`config.mk`:
```
export PLATFORM = sky130hd
export DESIGN_NAME = gray_counter_codec_flat
export DESIGN_NICKNAME = d
export VERILOG_FILES = /design/src/rtl/gray_counter_codec_if.sv /design/src/rtl/gray_counter_codec.sv /design/src/flat_wrapper.sv
export SDC_FILE = /design/constraint.sdc
export NUM_CORES = 1
export LEC_CHECK = 0
export CORE_ASPECT_RATIO = 1.1
export CORE_MARGIN = 1
export CORE_UTILIZATION = 41
export DETAILED_ROUTE_END_ITERATION = 8
export PLACE_DENSITY = 0.79
export SYNTH_ARGS = -nofsm -noshare
export SYNTH_HDL_FRONTEND = slang
export SYNTH_SLANG_ARGS = --single-unit
```
`constraint.sdc`:
```
create_clock -name clk -period 3.6 [get_ports clk]
set_input_delay 0.36 -clock clk [delete_from_list [all_inputs] [get_ports clk]]
set_output_delay 0.36 -clock clk [all_outputs]
set_load 0.005 [all_outputs]
```
`src/rtl/gray_counter_codec_if.sv`:
```
// Bundles the counter controls/outputs and the Gray decoder channel of gray_counter_codec.
// The master side drives the strobes and the slave side is the codec itself.
interface gray_counter_codec_if #(
    parameter int N = 4
);
    logic         en;
    logic         up;
    logic         load;
    logic [N-1:0] load_bin;
    logic [N-1:0] gray_q;
    logic [N-1:0] bin_q;
    logic         wrap;
    logic         dec_valid_in;
    logic [N-1:0] dec_gray_in;
    logic         dec_valid_out;
    logic [N-1:0] dec_bin_out;
    logic         dec_err;

    modport master (
        output en, up, load, load_bin, dec_valid_in, dec_gray_in,
        input  gray_q, bin_q, wrap, dec_valid_out, dec_bin_out, dec_err
    );

    modport slave (
        input  en, up, load, load_bin, dec_valid_in, dec_gray_in,
        output gray_q, bin_q, wrap, dec_valid_out, dec_bin_out, dec_err
    );
endinterface

```
`src/rtl/gray_counter_codec.sv`:
```
// Up/down binary counter with registered Gray output, plus an independent
// Gray-to-binary decoder that flags non-adjacent successive samples.
module gray_counter_codec #(
    parameter int N   = 4,
    parameter bit SAT = 1'b0
) (
    input logic                clk,
    input logic                rst_n,
    gray_counter_codec_if.slave bus
);
    localparam logic [N-1:0] ZERO = {N{1'b0}};
    localparam logic [N-1:0] MAX  = {N{1'b1}};
    localparam logic [N-1:0] ONE  = {{(N-1){1'b0}}, 1'b1};

    function automatic logic [N-1:0] bin_to_gray(input logic [N-1:0] b);
        return b ^ (b >> 1);
    endfunction

    function automatic logic [N-1:0] gray_to_bin(input logic [N-1:0] g);
        logic [N-1:0] b;
        b[N-1] = g[N-1];
        for (int i = N - 2; i >= 0; i--) begin
            b[i] = b[i+1] ^ g[i];
        end
        return b;
    endfunction

    // A nonzero difference with more than one bit set is an adjacency violation.
    function automatic logic multi_bit_diff(input logic [N-1:0] a, input logic [N-1:0] b);
        logic [N-1:0] d;
        d = a ^ b;
        return (d & (d - ONE)) != ZERO;
    endfunction

    logic [N-1:0] bin_r;
    logic [N-1:0] gray_r;
    logic         wrap_r;
    logic [N-1:0] bin_nxt_s;
    logic         wrap_nxt_s;

    logic         dec_valid_r;
    logic [N-1:0] dec_bin_r;
    logic         dec_err_r;
    logic [N-1:0] prev_r;
    logic         have_prev_r;

    // Counter next state: load beats enable, enable beats hold.
    always_comb begin
        bin_nxt_s  = bin_r;
        wrap_nxt_s = 1'b0;
        if (bus.load) begin
            bin_nxt_s = bus.load_bin;
        end else if (bus.en) begin
            if (bus.up) begin
                if (bin_r == MAX) begin
                    if (SAT) begin
                        bin_nxt_s = bin_r;
                    end else begin
                        bin_nxt_s  = ZERO;
                        wrap_nxt_s = 1'b1;
                    end
                end else begin
                    bin_nxt_s = bin_r + ONE;
                end
            end else begin
                if (bin_r == ZERO) begin
                    if (SAT) begin
                        bin_nxt_s = bin_r;
                    end else begin
                        bin_nxt_s  = MAX;
                        wrap_nxt_s = 1'b1;
                    end
                end else begin
                    bin_nxt_s = bin_r - ONE;
                end
            end
        end else begin
            bin_nxt_s = bin_r;
        end
    end

    // Counter registers; Gray is encoded from the next state so both outputs are flops.
    always_ff @(posedge clk or negedge rst_n) begin
        if (!rst_n) begin
            bin_r  <= ZERO;
            gray_r <= ZERO;
            wrap_r <= 1'b0;
        end else begin
            bin_r  <= bin_nxt_s;
            gray_r <= bin_to_gray(bin_nxt_s);
            wrap_r <= wrap_nxt_s;
        end
    end

    // Decoder pipeline stage with previous-word tracking for adjacency checks.
    always_ff @(posedge clk or negedge rst_n) begin
        if (!rst_n) begin
            dec_valid_r <= 1'b0;
            dec_bin_r   <= ZERO;
            dec_err_r   <= 1'b0;
            prev_r      <= ZERO;
            have_prev_r <= 1'b0;
        end else begin
            dec_valid_r <= bus.dec_valid_in;
            if (bus.dec_valid_in) begin
                dec_bin_r   <= gray_to_bin(bus.dec_gray_in);
                dec_err_r   <= have_prev_r & multi_bit_diff(prev_r, bus.dec_gray_in);
                prev_r      <= bus.dec_gray_in;
                have_prev_r <= 1'b1;
            end else begin
                dec_bin_r   <= dec_bin_r;
                dec_err_r   <= dec_err_r;
                prev_r      <= prev_r;
                have_prev_r <= have_prev_r;
            end
        end
    end

    assign bus.bin_q         = bin_r;
    assign bus.gray_q        = gray_r;
    assign bus.wrap          = wrap_r;
    assign bus.dec_valid_out = dec_valid_r;
    assign bus.dec_bin_out   = dec_bin_r;
    assign bus.dec_err       = dec_err_r;
endmodule

```
`src/flat_wrapper.sv`:
```
// flat-port wrapper written by rule: the top's interface ports become plain ports
module gray_counter_codec_flat 
#(
    parameter int N   = 4,
    parameter bit SAT = 1'b0
)
  (clk, rst_n, bus_en, bus_up, bus_load, bus_load_bin, bus_dec_valid_in, bus_dec_gray_in, bus_gray_q, bus_bin_q, bus_wrap, bus_dec_valid_out, bus_dec_bin_out, bus_dec_err);
  gray_counter_codec_if #(.N(N)) bus_i ();
  input logic clk;
  input logic rst_n;
  input wire logic [$bits(bus_i.en)-1:0] bus_en;
  input wire logic [$bits(bus_i.up)-1:0] bus_up;
  input wire logic [$bits(bus_i.load)-1:0] bus_load;
  input wire logic [$bits(bus_i.load_bin)-1:0] bus_load_bin;
  input wire logic [$bits(bus_i.dec_valid_in)-1:0] bus_dec_valid_in;
  input wire logic [$bits(bus_i.dec_gray_in)-1:0] bus_dec_gray_in;
  output wire logic [$bits(bus_i.gray_q)-1:0] bus_gray_q;
  output wire logic [$bits(bus_i.bin_q)-1:0] bus_bin_q;
  output wire logic [$bits(bus_i.wrap)-1:0] bus_wrap;
  output wire logic [$bits(bus_i.dec_valid_out)-1:0] bus_dec_valid_out;
  output wire logic [$bits(bus_i.dec_bin_out)-1:0] bus_dec_bin_out;
  output wire logic [$bits(bus_i.dec_err)-1:0] bus_dec_err;
  assign bus_i.en = bus_en;
  assign bus_i.up = bus_up;
  assign bus_i.load = bus_load;
  assign bus_i.load_bin = bus_load_bin;
  assign bus_i.dec_valid_in = bus_dec_valid_in;
  assign bus_i.dec_gray_in = bus_dec_gray_in;
  assign bus_gray_q = bus_i.gray_q;
  assign bus_bin_q = bus_i.bin_q;
  assign bus_wrap = bus_i.wrap;
  assign bus_dec_valid_out = bus_i.dec_valid_out;
  assign bus_dec_bin_out = bus_i.dec_bin_out;
  assign bus_dec_err = bus_i.dec_err;
  gray_counter_codec #(.N(N), .SAT(SAT)) u_core (.clk(clk), .rst_n(rst_n), .bus(bus_i));
endmodule
```
After elaboration in Yosys (flattened, before gate mapping)
Cells that the tools add are included.

Divide/modulo/power cells: 0. Shift operators: 0. Reductions and logical operators: 2. Eq/ne operators: 1. Add/subtract/negate cells: 3. Order comparisons: 0. Mux-type cells: 10. Multipliers: 0. Bitwise logic cells: 7.

Operators with widths (number): 2-to-1 mux 4 bit (5); subtractor 4 x 1 -> 4 bit, second input constant (2); 2-to-1 mux 1 bit (5); adder 4 x 1 -> 4 bit, second input constant (1); bitwise AND 4 bit (1); == test 4 bit, second input constant (1); logical NOT 4 bit (1); nonzero test 4 bit (1); bitwise XOR 4 x 3 -> 4 bit (1); bitwise XOR 4 bit (1); bitwise XOR 1 bit (3); bitwise AND 1 bit (1).

Memories: 0. Bits in read-only memories: 0. Logic and storage cells: 31. Latch bits: 0. Flip-flop bits (word level): 20. Output and inout port bits: 15. Memory bits (writable): 0.

Longest topological paths before layout
Depth after elaboration: 6. Gate-level depth with buffers: 7. Depth with buffers taken out: 7.

Worst setup path after synthesis
Ideal clock, no wire load.

Path type: flip-flop to flip-flop. Start: reg u_core.bin_r[0] (netlist: u_core.bus.bin_q[0]). End: reg u_core.gray_r[0] (netlist: u_core.bus.gray_q[0]). Data required time: 3469 ps. Arrival time: 1481 ps. Stages on the path, launching flop included: 8. Setup slack: 1988 ps. Clock period less this slack: 1612 ps. Cells stage by stage: dfrtp_1 > inv_2 > ha_1 > or3b_1 > a21oi_1 > o22ai_1 > o21ai_2 > xnor2_1.

Longest elaborated chain between the ends: 6. Elaborated cells on any way between the ends: 10.

RTL lines: start: declaration (RTL line gray_counter_codec.sv:35) `logic [N-1:0] bin_r;`; start signal: assignment (RTL line gray_counter_codec.sv:89) `bin_r <= bin_nxt_s;`; subtractor 4 x 1 -> 4 bit (tied with other cells) (RTL line gray_counter_codec.sv:74) `bin_nxt_s = bin_r - ONE;`; 2-to-1 mux 4 bit, on equally long branches (RTL line gray_counter_codec.sv:66, gray_counter_codec.sv:55); 2-to-1 mux 4 bit (RTL line gray_counter_codec.sv:54) `if (bus.up) begin`; 2-to-1 mux 4 bit (*) (RTL line gray_counter_codec.sv:53) `end else if (bus.en) begin`; 2-to-1 mux 4 bit (*) (RTL line gray_counter_codec.sv:51) `if (bus.load) begin`; via u_core.bin_nxt_s[0] (RTL line gray_counter_codec.sv:38) `logic [N-1:0] bin_nxt_s;`; bitwise XOR 4 x 3 -> 4 bit (*) (RTL line gray_counter_codec.sv:16) `return b ^ (b >> 1);`; end signal: assignment (RTL line gray_counter_codec.sv:90) `gray_r <= bin_to_gray(bin_nxt_s);`; end: declaration (RTL line gray_counter_codec.sv:36) `logic [N-1:0] gray_r;`.

The timed path passes the listed nets; every way through them passes the cells marked *. A chain may end at the register's enable or synchronous reset.

Worst setup path after layout
Start: reg u_core.bin_r[0] (netlist: u_core.bus.bin_q[0]). End: reg u_core.gray_r[0] (netlist: u_core.bus.gray_q[0]).

Longest elaborated chain between the ends: 6. Elaborated cells on any way between the ends: 10.

RTL lines (RTL line): subtractor 4 x 1 -> 4 bit (tied with other cells) (gray_counter_codec.sv:74); 2-to-1 mux 4 bit, on equally long branches (gray_counter_codec.sv:66, gray_counter_codec.sv:55); 2-to-1 mux 4 bit (gray_counter_codec.sv:54); 2-to-1 mux 4 bit (*) (gray_counter_codec.sv:53); 2-to-1 mux 4 bit (*) (gray_counter_codec.sv:51); bitwise XOR 4 x 3 -> 4 bit (*) (gray_counter_codec.sv:16).

Every way passes the cells marked *; elsewhere a longest branch is shown, timed or not.

==> results.py <==
metrics = {
    "status": {
        "status": "finished, final reports clean",
    },
    "sta": {
        "report.final.slew_viol_count": 0,
        "timing.fmax_mhz": 567,
        "fin_crit_sh_pct": 49.0,
        "setup-tns-final_ns": 0,
        "setup_viol": 0,
        "finalCriticalPeriod_ns": 1.76,
        "rsz0062_at_grt": "no",
        "whs_ns": 0.488,
        "worstMarginPinSlew_ns": 0.744,
        "setup_slack_ns": 1.84,
        "maxSlewHeadroom_pct": 50.2,
        "finalHoldViolCount": 0,
        "finalClockSkew_ns": 0.00629,
    },
    "synthesis": {
        "yosysTopAreaCellShare_pct": 48.1,
        "yosysMostFrequentCell": "dfrtp_1",
        "yosys_warnings": 0,
        "synth-seq-cells": 18,
        "synthCells": 84,
        "syn-cell-area_sq_um": 936,
        "ys_top_cells_by_count": "18 x dfrtp_1, 11 x xnor2_1, 7 x a21oi_1, 6 x inv_1, 6 x nor2_1",
        "synth_nets": 100,
        "async_flop_share_pct": 100,
        "synth-edff-count": 0,
        "ys_types": 29,
        "yosys-top-cells-area": "dfrtp_1 48%, xnor2_1 10%, mux2_2 6.0%",
        "seq_area_frac_synth_pct": 48.1,
        "syn_area_per_cell_sq_um": 11.1,
        "yosysTopAreaCell": "dfrtp_1",
        "synth_top_flop_cell": "dfrtp_1",
    },
    "worst_setup_path": {
        "rr_worst_depth": 7,
        "path_class": "register to register",
        "setup.worst_path.end": "u_core.bus.gray_q[0]",
        "cp-start-kind": "register",
        "timing.critical_path.from": "u_core.bus.bin_q[0]",
        "critical_path.max_fanout": 8,
        "regToRegSetupSlack_ns": 1.84,
        "rr_startpoint": "u_core.bus.bin_q[0]",
        "critPathCaptureType": "register",
        "reg2reg_to": "u_core.bus.gray_q[0]",
        "critPathRequiredTime_ns": 3.76,
        "arrival_ns": 1.93,
    },
    "final_layout": {
        "multi_input_comb_area_sq_um": 429,
        "area_growth_pct": 34.4,
        "layout.nets": 129,
        "antenna_cells": 0,
        "drive_above_1_share_pct": 13.4,
        "fillers": 192,
        "finish.instance_area_sq_mm": 0.00126,
        "regArea_sq_um": 450,
    },
    "grt": {
        "grt_overflow": 0,
        "grt_pass1_vias": 644,
        "grt_max_degree": 19,
        "antenna_found_initial": 0,
        "grt_pass1_wl_microns": 2670,
        "grtUsageTotal_pct": 15.8,
    },
    "hold_path": {
        "hp-class": "register to register",
        "hp-start": "u_core.have_prev_r",
    },
    "clock_network": {
        "clock_latency_ns": 0.29,
        "clockBufferDepth": 2,
        "h-tree-depth": 1,
        "postCtsSetupRepairBufs": 0,
        "cts-buffers-inserted": 3,
        "cts-root-buf": "clkbuf_4",
        "tritoncts": "yes",
        "clk_pin_slew_ns": 0.10,
        "cts_resized": 0,
        "clock-sinks": 18,
        "hold_buffers": 0,
    },
    "floorplan": {
        "start_util_pct": 44.9,
        "fp.dieW_microns": 47.6,
        "fp.dieArea_sq_mm": 0.00248,
        "core_area_sq_mm": 0.00208,
        "io-pin-count": 29,
        "fp-row-count": 17,
        "die_h_microns": 52.1,
    },
    "pwr": {
        "cellInternalPower_mw": 0.400,
        "max-vdd-ir-drop_mv": 0.248,
        "power.share.combinational_pct": 31.7,
        "powerDensity_mw_per_mm2": 440,
        "swShare_pct": 27.7,
        "power.leakage_nw": 0.516,
        "p_seq_share_pct": 46.5,
        "pwr-share-clk_pct": 21.8,
        "power.net_switching_mw": 0.153,
    },
    "detailed_routing": {
        "ant_nets": 0,
        "drt_first_pass_iters": 4,
        "wire_per_inst_microns": 12.3,
        "routed_wl_microns": 1730,
        "drcViolationCount": 0,
        "drt-initial-drc-count": 12,
        "via_count": 690,
        "avgViaCountPerCell": 4.93,
    },
    "placement": {
        "io_buffer_count": 28,
        "place_ws_ns": 1.68,
        "dp_hpwl_microns": 1340,
        "place.gp.congestion": 0.746,
        "placed_area_sq_mm": 0.00122,
    },
    "job": {
        "maxCapViolCount": 0,
    },
}
[how the worst min path moves through the flow]
stage,end,slack [ns],cells past startpoint
4_1_cts,u_core.have_prev_r,0.49,1
3_5_place_dp,u_core.have_prev_r,0.47,1
5_1_grt,u_core.have_prev_r,0.51,1
6_report,u_core.have_prev_r,0.49,1
3_3_place_gp,u_core.have_prev_r,0.46,1
2_1_floorplan,u_core.bus.bin_q[0],0.06,0
[kinds of logic after synthesis]
family / count (synthesis) / synth area share [%]
AOI/OAI and AO/OA: 18 / 13.8
xor gates and xnor gates: 12 / 11.2
adders and majority gates: 2 / 2.67
buffers and inverters: 11 / 6.01
DFF: 18 / 48.1
muxes: 8 / 9.62
and+or+nand+nor: 15 / 8.56
[placed cells by master (no fill, tap or decap), types with 3 or more instances in the layout]
cell,n
clkbuf_4,3
a21oi_1,7
clkdlybuf4s50_1,28
nor2_1,6
mux2_2,5
o21ai_0,4
xnor2_1,11
inv_1,6
dfrtp_1,18
[power by group through the flow]
| stage | logic [mW] | clock network, mW | registers (mW) |
|---|---|---|---|
| after floorplan | 0.0886 | 0 | 0.258 |
| after global placement | 0.174 | 0 | 0.259 |
| after detailed placement | 0.177 | 0 | 0.260 |
| after CTS | 0.177 | 0.123 | 0.257 |
| after global routing | 0.193 | 0.132 | 0.260 |
| final | 0.175 | 0.121 | 0.257 |
[metrics by stage]
stage | utilization, % | cells | total power [mW]
CTS | 60.3 | 140 | 0.557
floorplan | - | 84 | 0.346
finish | 60.3 | 140 | 0.553
global route | 60.3 | 140 | 0.585
global placement | 58.6 | 136 | 0.433
detailed placement | 58.6 | 136 | 0.437
[per-layer routing]
metal	track usage (%)	part of all wire, %	vias up
met1	18.2	44	316
met2	25.8	49	25
met5	0	0	-
met3	3.47	5.2	4
met4	9.72	1.8	0
li1	-	-	345
[state kept, by name, summed over array words and instances (netlist names)]
signal / flops
u_core.bus.gray_q: 3
u_core.bus.dec_valid_out: 1
u_core.bus.bin_q: 4
u_core.bus.wrap: 1
u_core.have_prev_r: 1
u_core.bus.dec_bin_out: 3
u_core.prev_r: 4
u_core.bus.dec_err: 1
[layout make-up]
class	instances	area share, %
well taps	28	2.79
flip-flops and latches	18	35.8
repair buffers	28	22.3
inverters	7	2.09
multi-input cells	55	34.1
clock buffers	4	2.89
[critical path, stage by stage (launching register included)]
cell and delay [ns]:
dfrtp_1 0.50, inv_2 0.08, ha_1 0.31, xnor2_1 0.13
mux2i_1 0.13, nor2_1 0.05, a21oi_1 0.33, xnor2_1 0.12
No activity file was read; power rests on OpenSTA's default activity.
